<file path="config.mk">
export PLATFORM = sky130hd
export DESIGN_NAME = btn_debounce_flat
export DESIGN_NICKNAME = d
export VERILOG_FILES = /design/src/rtl/btn_debounce_if.sv /design/src/rtl/btn_debounce.sv /design/src/flat_wrapper.sv
export SDC_FILE = /design/constraint.sdc
export NUM_CORES = 1
export LEC_CHECK = 0
export BUFFER_PORTS_ARGS = -buffer_cell sky130_fd_sc_hd__buf_2
export CORE_ASPECT_RATIO = 1.2
export CORE_MARGIN = 2
export CORE_UTILIZATION = 62
export CTS_CLUSTER_SIZE = 20
export DETAILED_ROUTE_END_ITERATION = 6
export PLACE_DENSITY = 0.85
export SLEW_MARGIN = 0
export SYNTH_ARGS = -nofsm -noshare
export SYNTH_HDL_FRONTEND = slang
export SYNTH_SLANG_ARGS = --single-unit
</file>
<file path="constraint.sdc">
create_clock -name clk -period 2.7 [get_ports clk]
set_input_delay 0.54 -clock clk [delete_from_list [all_inputs] [get_ports clk]]
set_output_delay 0.54 -clock clk [all_outputs]
set_load 0.02 [all_outputs]
</file>
<file path="src/rtl/btn_debounce_if.sv">
// Button bundle between the raw pads and the debounced consumers.
// master drives the raw buttons, slave is the conditioner.
interface btn_debounce_if #(
  parameter int N_BTN = 12
);
  logic [N_BTN-1:0] btn_in;
  logic [N_BTN-1:0] btn_level;
  logic [N_BTN-1:0] btn_press;
  logic [N_BTN-1:0] btn_release;
  logic             any_press;

  modport master (
    output btn_in,
    input  btn_level, btn_press, btn_release, any_press
  );

  modport slave (
    input  btn_in,
    output btn_level, btn_press, btn_release, any_press
  );
endinterface

</file>
<file path="src/rtl/btn_debounce.sv">
// Per-button synchroniser, debouncer and edge detector.
// One lane instance per button; lanes are fully independent.
module btn_debounce_lane #(
  parameter int DB_CYCLES = 500000,
  parameter int CNT_W     = 20
) (
  input  logic clk,
  input  logic rst,
  input  logic btn_i,
  output logic level_o,
  output logic press_o,
  output logic rel_o
);
  localparam logic [CNT_W-1:0] DB_LAST = CNT_W'(DB_CYCLES - 1);

  logic             sync1_q, sync1_d;
  logic             sync2_q, sync2_d;
  logic             level_q, level_d;
  logic             press_q, press_d;
  logic             rel_q,   rel_d;
  logic [CNT_W-1:0] cnt_q,   cnt_d;

  always_comb begin
    sync1_d = btn_i;
    sync2_d = sync1_q;
    level_d = level_q;
    cnt_d   = '0;
    press_d = 1'b0;
    rel_d   = 1'b0;
    // Counter only runs while the synchronised input disagrees with the
    // accepted level; any agreement restarts the stability window.
    if (sync2_q != level_q) begin
      if (cnt_q == DB_LAST) begin
        level_d = sync2_q;
        press_d = sync2_q;
        rel_d   = ~sync2_q;
      end else begin
        cnt_d = cnt_q + CNT_W'(1);
      end
    end
  end

  always_ff @(posedge clk) begin
    if (rst) begin
      sync1_q <= 1'b0;
      sync2_q <= 1'b0;
      level_q <= 1'b0;
      cnt_q   <= '0;
      press_q <= 1'b0;
      rel_q   <= 1'b0;
    end else begin
      sync1_q <= sync1_d;
      sync2_q <= sync2_d;
      level_q <= level_d;
      cnt_q   <= cnt_d;
      press_q <= press_d;
      rel_q   <= rel_d;
    end
  end

  assign level_o = level_q;
  assign press_o = press_q;
  assign rel_o   = rel_q;
endmodule

module btn_debounce #(
  parameter int N_BTN     = 12,
  parameter int DB_CYCLES = 500000,
  parameter int CNT_W     = 20
) (
  input  logic           clk,
  input  logic           rst,
  btn_debounce_if.slave  bus
);
  logic [N_BTN-1:0] level;
  logic [N_BTN-1:0] press;
  logic [N_BTN-1:0] rel;

  for (genvar g = 0; g < N_BTN; g++) begin : g_lane
    btn_debounce_lane #(
      .DB_CYCLES (DB_CYCLES),
      .CNT_W     (CNT_W)
    ) u_lane (
      .clk     (clk),
      .rst     (rst),
      .btn_i   (bus.btn_in[g]),
      .level_o (level[g]),
      .press_o (press[g]),
      .rel_o   (rel[g])
    );
  end

  assign bus.btn_level   = level;
  assign bus.btn_press   = press;
  assign bus.btn_release = rel;
  // Pulses are already registered, so the OR lines up with them.
  assign bus.any_press   = |press;
endmodule

</file>
<file path="src/flat_wrapper.sv">
// flat-port wrapper written by rule: the top's interface ports become plain ports
module btn_debounce_flat 
#(
  parameter int N_BTN     = 12,
  parameter int DB_CYCLES = 500000,
  parameter int CNT_W     = 20
)
  (clk, rst, bus_btn_in, bus_btn_level, bus_btn_press, bus_btn_release, bus_any_press);
  btn_debounce_if #(.N_BTN(N_BTN)) bus_i ();
  input  logic clk;
  input  logic rst;
  input wire logic [$bits(bus_i.btn_in)-1:0] bus_btn_in;
  output wire logic [$bits(bus_i.btn_level)-1:0] bus_btn_level;
  output wire logic [$bits(bus_i.btn_press)-1:0] bus_btn_press;
  output wire logic [$bits(bus_i.btn_release)-1:0] bus_btn_release;
  output wire logic [$bits(bus_i.any_press)-1:0] bus_any_press;
  assign bus_i.btn_in = bus_btn_in;
  assign bus_btn_level = bus_i.btn_level;
  assign bus_btn_press = bus_i.btn_press;
  assign bus_btn_release = bus_i.btn_release;
  assign bus_any_press = bus_i.any_press;
  btn_debounce #(.N_BTN(N_BTN), .DB_CYCLES(DB_CYCLES), .CNT_W(CNT_W)) u_core (.clk(clk), .rst(rst), .bus(bus_i));
endmodule
</file>
==> results of run 1 <==
==> worst max-delay path by stage <==
stage | start | endpoint | slack [ns] | cells after the start
3_5_place_dp | u_core.g_lane[2].u_lane.cnt_q[14]$_SDFF_PP0_ | u_core.g_lane[2].u_lane.cnt_q[19]$_SDFF_PP0_ | 0.38 | 5
2_1_floorplan | u_core.g_lane[3].u_lane.cnt_q[5]$_SDFF_PP0_ | u_core.g_lane[3].u_lane.cnt_q[14]$_SDFF_PP0_ | 0.72 | 5
4_1_cts | u_core.g_lane[2].u_lane.cnt_q[14]$_SDFF_PP0_ | u_core.g_lane[2].u_lane.cnt_q[5]$_SDFF_PP0_ | 0.36 | 5
3_3_place_gp | u_core.g_lane[2].u_lane.cnt_q[14]$_SDFF_PP0_ | u_core.g_lane[2].u_lane.cnt_q[19]$_SDFF_PP0_ | 0.46 | 5
6_report | u_core.g_lane[2].u_lane.cnt_q[11]$_SDFF_PP0_ | u_core.g_lane[2].u_lane.cnt_q[5]$_SDFF_PP0_ | 0.31 | 5
5_1_grt | u_core.g_lane[2].u_lane.cnt_q[14]$_SDFF_PP0_ | u_core.g_lane[2].u_lane.cnt_q[19]$_SDFF_PP0_ | 0.24 | 5
==> cells in the mapped netlist (2+ instances only) <==
| library cell | instances | area, um^2 |
|---|---|---|
| dfxtp_1 | 300 | 6010 |
| nor2_1 | 209 | 785 |
| nand3_1 | 89 | 445 |
| xnor2_1 | 88 | 771 |
| xor2_1 | 81 | 709 |
| nand4_1 | 75 | 469 |
| a21oi_1 | 66 | 330 |
| nand2_1 | 64 | 240 |
| or4_1 | 43 | 323 |
| nor4_1 | 41 | 257 |
| buf_4 | 38 | 285 |
| inv_1 | 38 | 143 |
| and4_1 | 35 | 307 |
| o21ai_0 | 35 | 175 |
| or3_1 | 34 | 213 |
| clkbuf_1 | 32 | 120 |
| o31ai_1 | 31 | 233 |
| nor3_1 | 30 | 150 |
| and3_1 | 28 | 175 |
| nor2b_1 | 26 | 163 |
| ha_1 | 12 | 150 |
| nor4b_1 | 9 | 78.8 |
| and2_1 | 8 | 50.1 |
| nand2b_1 | 6 | 37.5 |
| or4b_1 | 6 | 60.1 |
| or2_2 | 5 | 31.3 |
| buf_2 | 4 | 20.0 |
| nor4bb_1 | 4 | 40.0 |
| o21ai_1 | 3 | 15.0 |
| o21ai_4 | 3 | 48.8 |
| or4_4 | 3 | 33.8 |
| a21bo_2 | 2 | 20.0 |
| a21o_1 | 2 | 15.0 |
| buf_6 | 2 | 22.5 |
| o41ai_1 | 2 | 17.5 |
| or4b_2 | 2 | 20.0 |
==> per-layer routing <==
| layer | wire length [um] | vias up | part of all wire | global-route usage |
|---|---|---|---|---|
| li1 | - | 5249 | - | - |
| met1 | 11000 | 4939 | 0.43 | 0.267 |
| met2 | 13000 | 184 | 0.51 | 0.412 |
| met3 | 1130 | 42 | 0.044 | 0.0363 |
| met4 | 466 | 0 | 0.018 | 0.0663 |
| met5 | 0 | - | 0 | 0 |
==> state kept, by name, summed over array words and instances (netlist names) <==
| name | flops |
|---|---|
| u_core.g_lane.u_lane.level_o | 12 |
| u_core.g_lane.u_lane.rel_o | 12 |
| u_core.g_lane.u_lane.cnt_q | 240 |
| u_core.g_lane.u_lane.sync2_q | 12 |
| u_core.g_lane.u_lane.sync1_q | 12 |
| u_core.g_lane.u_lane.press_o | 12 |
==> layout make-up <==
cell class                      count  area [um^2]
Sequential cell                   300         6010
Fill cell                        1623         6470
Clock inverter                     13          189
Inverter                           38          143
Clock buffer                       39          823
Timing Repair Buffer               67          378
Multi-Input combinational cell   1054         6480
Tap cell                          270          338
==> worst register-to-register path: stages (launching register included) <==
cell     delay, ns
dfxtp_1       0.36
or4b_2        0.64
nor4_1        0.56
a21o_1        0.41
buf_4         0.25
nor2_1        0.07
==> report_power, final <==
part	internal (mW)	total, mW	switching, mW
combinational	0.0377	0.0985	0.0608
clock	2.52	4.22	1.69
sequential	4.45	4.46	0.0165
==> metrics by stage <==
stage / utilization / setup slack, ns / total power [mW] / hold WS, ns
3_5_place_dp: 0.641 / 0.376 / 4.66 / 0.422
2_1_floorplan: - / 0.722 / 4.63 / 0.414
5_1_grt: 0.690 / 0.240 / 9.04 / 0.204
4_1_cts: 0.690 / 0.360 / 8.86 / 0.193
6_report: 0.690 / 0.312 / 8.78 / 0.207
3_3_place_gp: 0.641 / 0.463 / 4.66 / 0.417
==> cell families (layout without fill, tap and decap cells) <==
kind of cell | Yosys count | after routing | synth area share
AND/OR/NAND/NOR | 721 | 721 | 0.299
multiplexers | 2 | 2 | 0.00163
flip-flops | 300 | 300 | 0.459
adder cells (fa/ha/maj) | 12 | 12 | 0.0115
AO/OA/AOI/OAI | 150 | 150 | 0.0697
XOR/XNOR | 169 | 169 | 0.113
buffers and inverters | 115 | 157 | 0.0454
==> impl_results.md, run 1 <==
- Commonest non-fill, non-tap cell in the layout: dfxtp_1
- IO buf count: 50
- Sink Count: 300
- Max_cap viols: 0
- Max IR drop VDD: between 700 and 800 uV
- Post-Syn Instances: approximately 1,500
- Vias per cell: between 5 and 6
- Post-cts resize count: 0
- Placed Cells: 1,729
- R2R Path Start: u_core.g_lane[2].u_lane.cnt_q[11]$_SDFF_PP0_
- Postcts setup bufs: 0
- Layout Cells excl Fill: 1,781
- Post-Synthesis Cell Area: 13,100 um^2
- Hold Vio Cnt, Final: 0
- Fin Clk Skew: approximately 0.008 ns
- CP Cell Sequence: or4b_2, nor4_1, a21o_1, buf_4, nor2_1
- Crit end category: register
- Global placement routability congestion: between 0.8 and 0.9
- Hold_buf cts: 0
- Net Count, Synth: around 1,500
- Pins Over Slew Limit: 0
- Max Buffers Root-to-Sink: 3
- Synth Flop Type: dfxtp_1
- Synth warn: 0
- Critical path class: reg -> reg
- Final period utilization: 0.885
- Root buffer cell: clkbuf_16
- WP buf/inv: 1
- Synth-to-layout area growth: 9.82%
- Drt total wl: 25,700 um
- Critical R2R Capture: u_core.g_lane[2].u_lane.cnt_q[5]$_SDFF_PP0_
- # rows: 58
- Critical path required time: between 3 and 4 ns
- Layout cells sized above 1: 0.0887
- Clock-pin slew on the worst setup and hold paths: 0.07 ns
- Hold Startpoint: bus_btn_in[8]
- Global-route wire length before repair: around 42,000 um
- Most frequent cells in the layout: dfxtp_1 (300), nor2_1 (209), nand3_1 (89), xnor2_1 (88), xor2_1 (81)
- Total GRT Usage: 0.225
- Worst Max-Slew Pin Slew: about 0.63 ns
- IO Count: 51
- Vias: 10,400
- Pre-antenna DRT Iters: 5
- Antenna Nets Post-Route: 0
- Placed instance area: around 13,000 um^2
- Post-route cell area: between 10,000 and 15,000 um^2
- Vias in the first global route: around 9,600
- Asr flop ratio synth: 0
- Post-synthesis sequential area ratio: 0.459
- Slowest cell on crit path: or4b_2
- Initial cell density of the core: 0.628
- Level count of the clock H-tree: 1
- Average size of a mapped cell: between 8 and 9 um^2
- Die area: roughly 22,000 um^2
- Core Area: about 21,000 um^2
- F_max: ~420 MHz
- Setup TNS: 0 ns
- Min Tclk post-route: 2.39 ns
- Die Height: roughly 160 um
- Total CTS buffers: 29
- Post-synth EDFFs: 0
- Largest net degree at the start of global routing: 21
- Detailed Place HPWL: 17,600 um
- CTS tree: yes
- Cell area power density: roughly 610 nW/um^2
- RSZ-0062 raised after global routing: false
- Die X: around 140 um
- Startpoint class of the critical path: register
- Crit-path leading delay family: simple AND/OR/NAND/NOR gates
- R2R cell count: 5
- Hold path cells: 2
- Grt ovf: 0
- Tightest Hold Check Type: in -> reg
- Outcome: finished clean
- Slew HR: 0.573
- Netlist cell types: 49
- R2R Setup Slk: ~0.31 ns
- Seq cells post-synth: 300
- CP Max Fanout: 11
- Post-route DRC: 0
- Worst Hold End: u_core.g_lane[8].u_lane.sync1_q$_SDFF_PP0_
- Final net count: roughly 1,500
- Pleak: 4.55 nW
- Arrival time at the worst endpoint: about 2.8 ns
- Slowest Stage Delay on Critical Path: roughly 0.64 ns
- Setup violators final: 0
- Avg WL per Cell: approximately 14 um
- Initial antenna violation count: 0
- Ant. Diodes: 0
- Initial drt markers: 589
- Worst-Skew Late Latency: 0.54 ns
Note: power is estimated with default switching activity, not from simulation.
==> inputs of run 2 (changes only) <==
--- a/config.mk
+++ b/config.mk
@@ -5,7 +5,7 @@
 export SDC_FILE = /design/constraint.sdc
 export NUM_CORES = 1
 export LEC_CHECK = 0
-export BUFFER_PORTS_ARGS = -buffer_cell sky130_fd_sc_hd__buf_2
+export BUFFER_PORTS_ARGS = -buffer_cell sky130_fd_sc_hd__buf_4
 export CORE_ASPECT_RATIO = 1.2
 export CORE_MARGIN = 2
 export CORE_UTILIZATION = 62
==> run 2 against run 1 <==
Sequential share of layout area is 0.35 points lower. Non-clock buffer count is 2 lower. Total power is 0.76% higher. First-iteration DRC count is 2.4% lower. Register-to-register slack better by 0.21 ns. Final cell count is 0.22% lower. Global-route usage is 0.90 points higher. Routed wire length is 2.1% higher. Clock-buffer cell count is 1 lower.
==> impl_results.md, run 2 (synthesis gave the netlist of run 1 again) <==
- RSZ-0062 raised after global routing: false
- Sink Count: 300
- Placed instance area: ~13,000 um^2
- Post-route DRC: 0
- Largest net degree at the start of global routing: 35
- # rows: 58
- Antenna Nets Post-Route: 0
- Crit end category: register
- Final period utilization: 0.807
- CP Max Fanout: 18
- Startpoint class of the critical path: register
- Final net count: 1,514
- Max IR drop VDD: 795 uV
- Drt total wl: roughly 26,000 um
- Level count of the clock H-tree: 1
- Hold_buf cts: 0
- Outcome: finished clean
- CTS tree: yes
- Root buffer cell: clkbuf_16
- Max_cap viols: 0
- Final core utilization: 0.695
- Most crowded layer after global routing: met2
- Met3 track demand over resource: 0.0338
- Slew HR: 0.572
- R2R cell count: 4
- Postcts setup bufs: 0
- Commonest non-fill, non-tap cell in the layout: dfxtp_1
- Avg WL per Cell: approximately 15 um
- Initial cell density of the core: 0.628
- Critical path class: reg -> reg
- Clock-pin slew on the worst setup and hold paths: around 0.060 ns
- Ant. Diodes: 0
- Global placement routability congestion: 0.849
- Synth-to-layout area growth: 10.7%
- IO buf count: 50
- Most frequent cells in the layout: dfxtp_1 (300), nor2_1 (209), nand3_1 (89), xnor2_1 (88), xor2_1 (81)
- Vias per cell: around 6
- R2R Setup Slk: around 0.52 ns
- GR Util met2: 0.424
- Hold Vio Cnt, Final: 0
- Global-route wire length before repair: ~44,000 um
- Cell area power density: 611 nW/um^2
- Max reg flops: 240
- F_max: around 460 MHz
- Initial antenna violation count: 0
- IO Count: a little over 50
- Worst Hold End: u_core.g_lane[7].u_lane.sync1_q$_SDFF_PP0_
- Total GRT Usage: 0.234
- M1 GR Usage: 0.278
- Arrival time at the worst endpoint: between 2 and 3 ns
- Worst-Skew Late Latency: between 0.5 and 0.6 ns
- Layout cells sized above 1: 0.0876
- Total CTS buffers: 29
- Fin Clk Skew: roughly 0.0077 ns
- Number of fill cells: between 1,500 and 2,000
- Hold path cells: 2
- R2R Path Start: u_core.g_lane[3].u_lane.cnt_q[4]$_SDFF_PP0_
- Critical path required time: roughly 3.1 ns
- Tightest Hold Check Type: in -> reg
- Min Tclk post-route: about 2.2 ns
- Die X: about 140 um
- Pre-antenna DRT Iters: 7
- Pins Over Slew Limit: 0
- Top reg by flops: u_core.g_lane.u_lane.cnt_q
- Worst Max-Slew Pin Slew: 0.635 ns
- Post-route cell area: about 14,000 um^2
- Die area: between 20,000 and 25,000 um^2
- Setup TNS: 0 ns
- Core Area: between 20,000 and 25,000 um^2
- Post-cts resize count: 0
- Tot Pwr: ~8.8 mW
- Hold Startpoint: bus_btn_in[7]
- Detailed Place HPWL: 17,400 um
- Vias in the first global route: roughly 9,900
- Pleak: 4.57 nW
- Die Height: 163 um
- Max Buffers Root-to-Sink: 3
- Vias: 10,400
- Critical R2R Capture: u_core.g_lane[3].u_lane.cnt_q[11]$_SDFF_PP0_
- Initial drt markers: about 580
- Grt ovf: 0
- Setup violators final: 0
-- run 2: changes by cell type in the layout (fill, tap and decap cells not counted) --
cell,before,now
buf_2,50,0
buf_4,17,65
bufinv_16,4,5
clkbuf_1,4,2
clkbuf_8,6,7
clkinv_2,3,4
clkinv_4,0,1
clkinv_8,1,0
clkinvlp_4,5,2
-- run 2: metrics by stage --
step | setup WS, ns | hold slack, ns | std cells
after global routing | 0.371 | 0.208 | 1777
final | 0.521 | 0.210 | 1777
after CTS | 0.526 | 0.200 | 1777
after global placement | 0.627 | 0.419 | 1727
after floorplan | 0.722 | 0.414 | 1469
after detailed placement | 0.567 | 0.422 | 1727
-- run 2: critical path, stage by stage (launching register included) --
cell and delay (ns):
dfxtp_1 0.44, or4b_1 0.47, or4_4 0.57, o21ai_4 0.45, nor2_1 0.11
-- run 2: per-layer routing --
metal,part of all wire,wire (um),up-vias
li1,-,-,5242
met1,0.43,11200,4913
met2,0.50,13200,227
met3,0.042,1090,59
met4,0.029,763,0
met5,0,0,-
-- run 2: worst max path at each step --
stage                                                    to  slack [ns]                                    startpoint  cells after the start
4_1_cts                                       bus_any_press        0.53    u_core.g_lane[6].u_lane.press_o$_SDFF_PP0_                      4
3_5_place_dp    u_core.g_lane[3].u_lane.cnt_q[7]$_SDFF_PP0_        0.57   u_core.g_lane[3].u_lane.cnt_q[5]$_SDFF_PP0_                      4
5_1_grt        u_core.g_lane[11].u_lane.cnt_q[8]$_SDFF_PP0_        0.37  u_core.g_lane[11].u_lane.cnt_q[0]$_SDFF_PP0_                      5
3_3_place_gp    u_core.g_lane[4].u_lane.cnt_q[7]$_SDFF_PP0_        0.63  u_core.g_lane[4].u_lane.cnt_q[12]$_SDFF_PP0_                      4
6_report       u_core.g_lane[3].u_lane.cnt_q[11]$_SDFF_PP0_        0.52   u_core.g_lane[3].u_lane.cnt_q[4]$_SDFF_PP0_                      4
2_1_floorplan  u_core.g_lane[3].u_lane.cnt_q[14]$_SDFF_PP0_        0.72   u_core.g_lane[3].u_lane.cnt_q[5]$_SDFF_PP0_                      5
-- run 2: cell type report --
class,instances,area [um^2],area share
clock buffers,38,830,0.0573
multi-input cells,1054,6480,0.448
repair buffers,65,488,0.0337
clock inverters,12,194,0.0134
inverters,38,143,0.00985
flip-flops and latches,300,6010,0.415
well taps,270,338,0.0233
-- run 2: report_power, final --
group | internal (mW) | switching, mW | leakage, nW | total (mW)
sequential | 4.45 | 0.0163 | 2.42 | 4.46
combinational | 0.0405 | 0.0623 | 1.65 | 0.103
clock | 2.62 | 1.66 | 0.501 | 4.28
total | 7.11 | 1.74 | 4.57 | 8.85
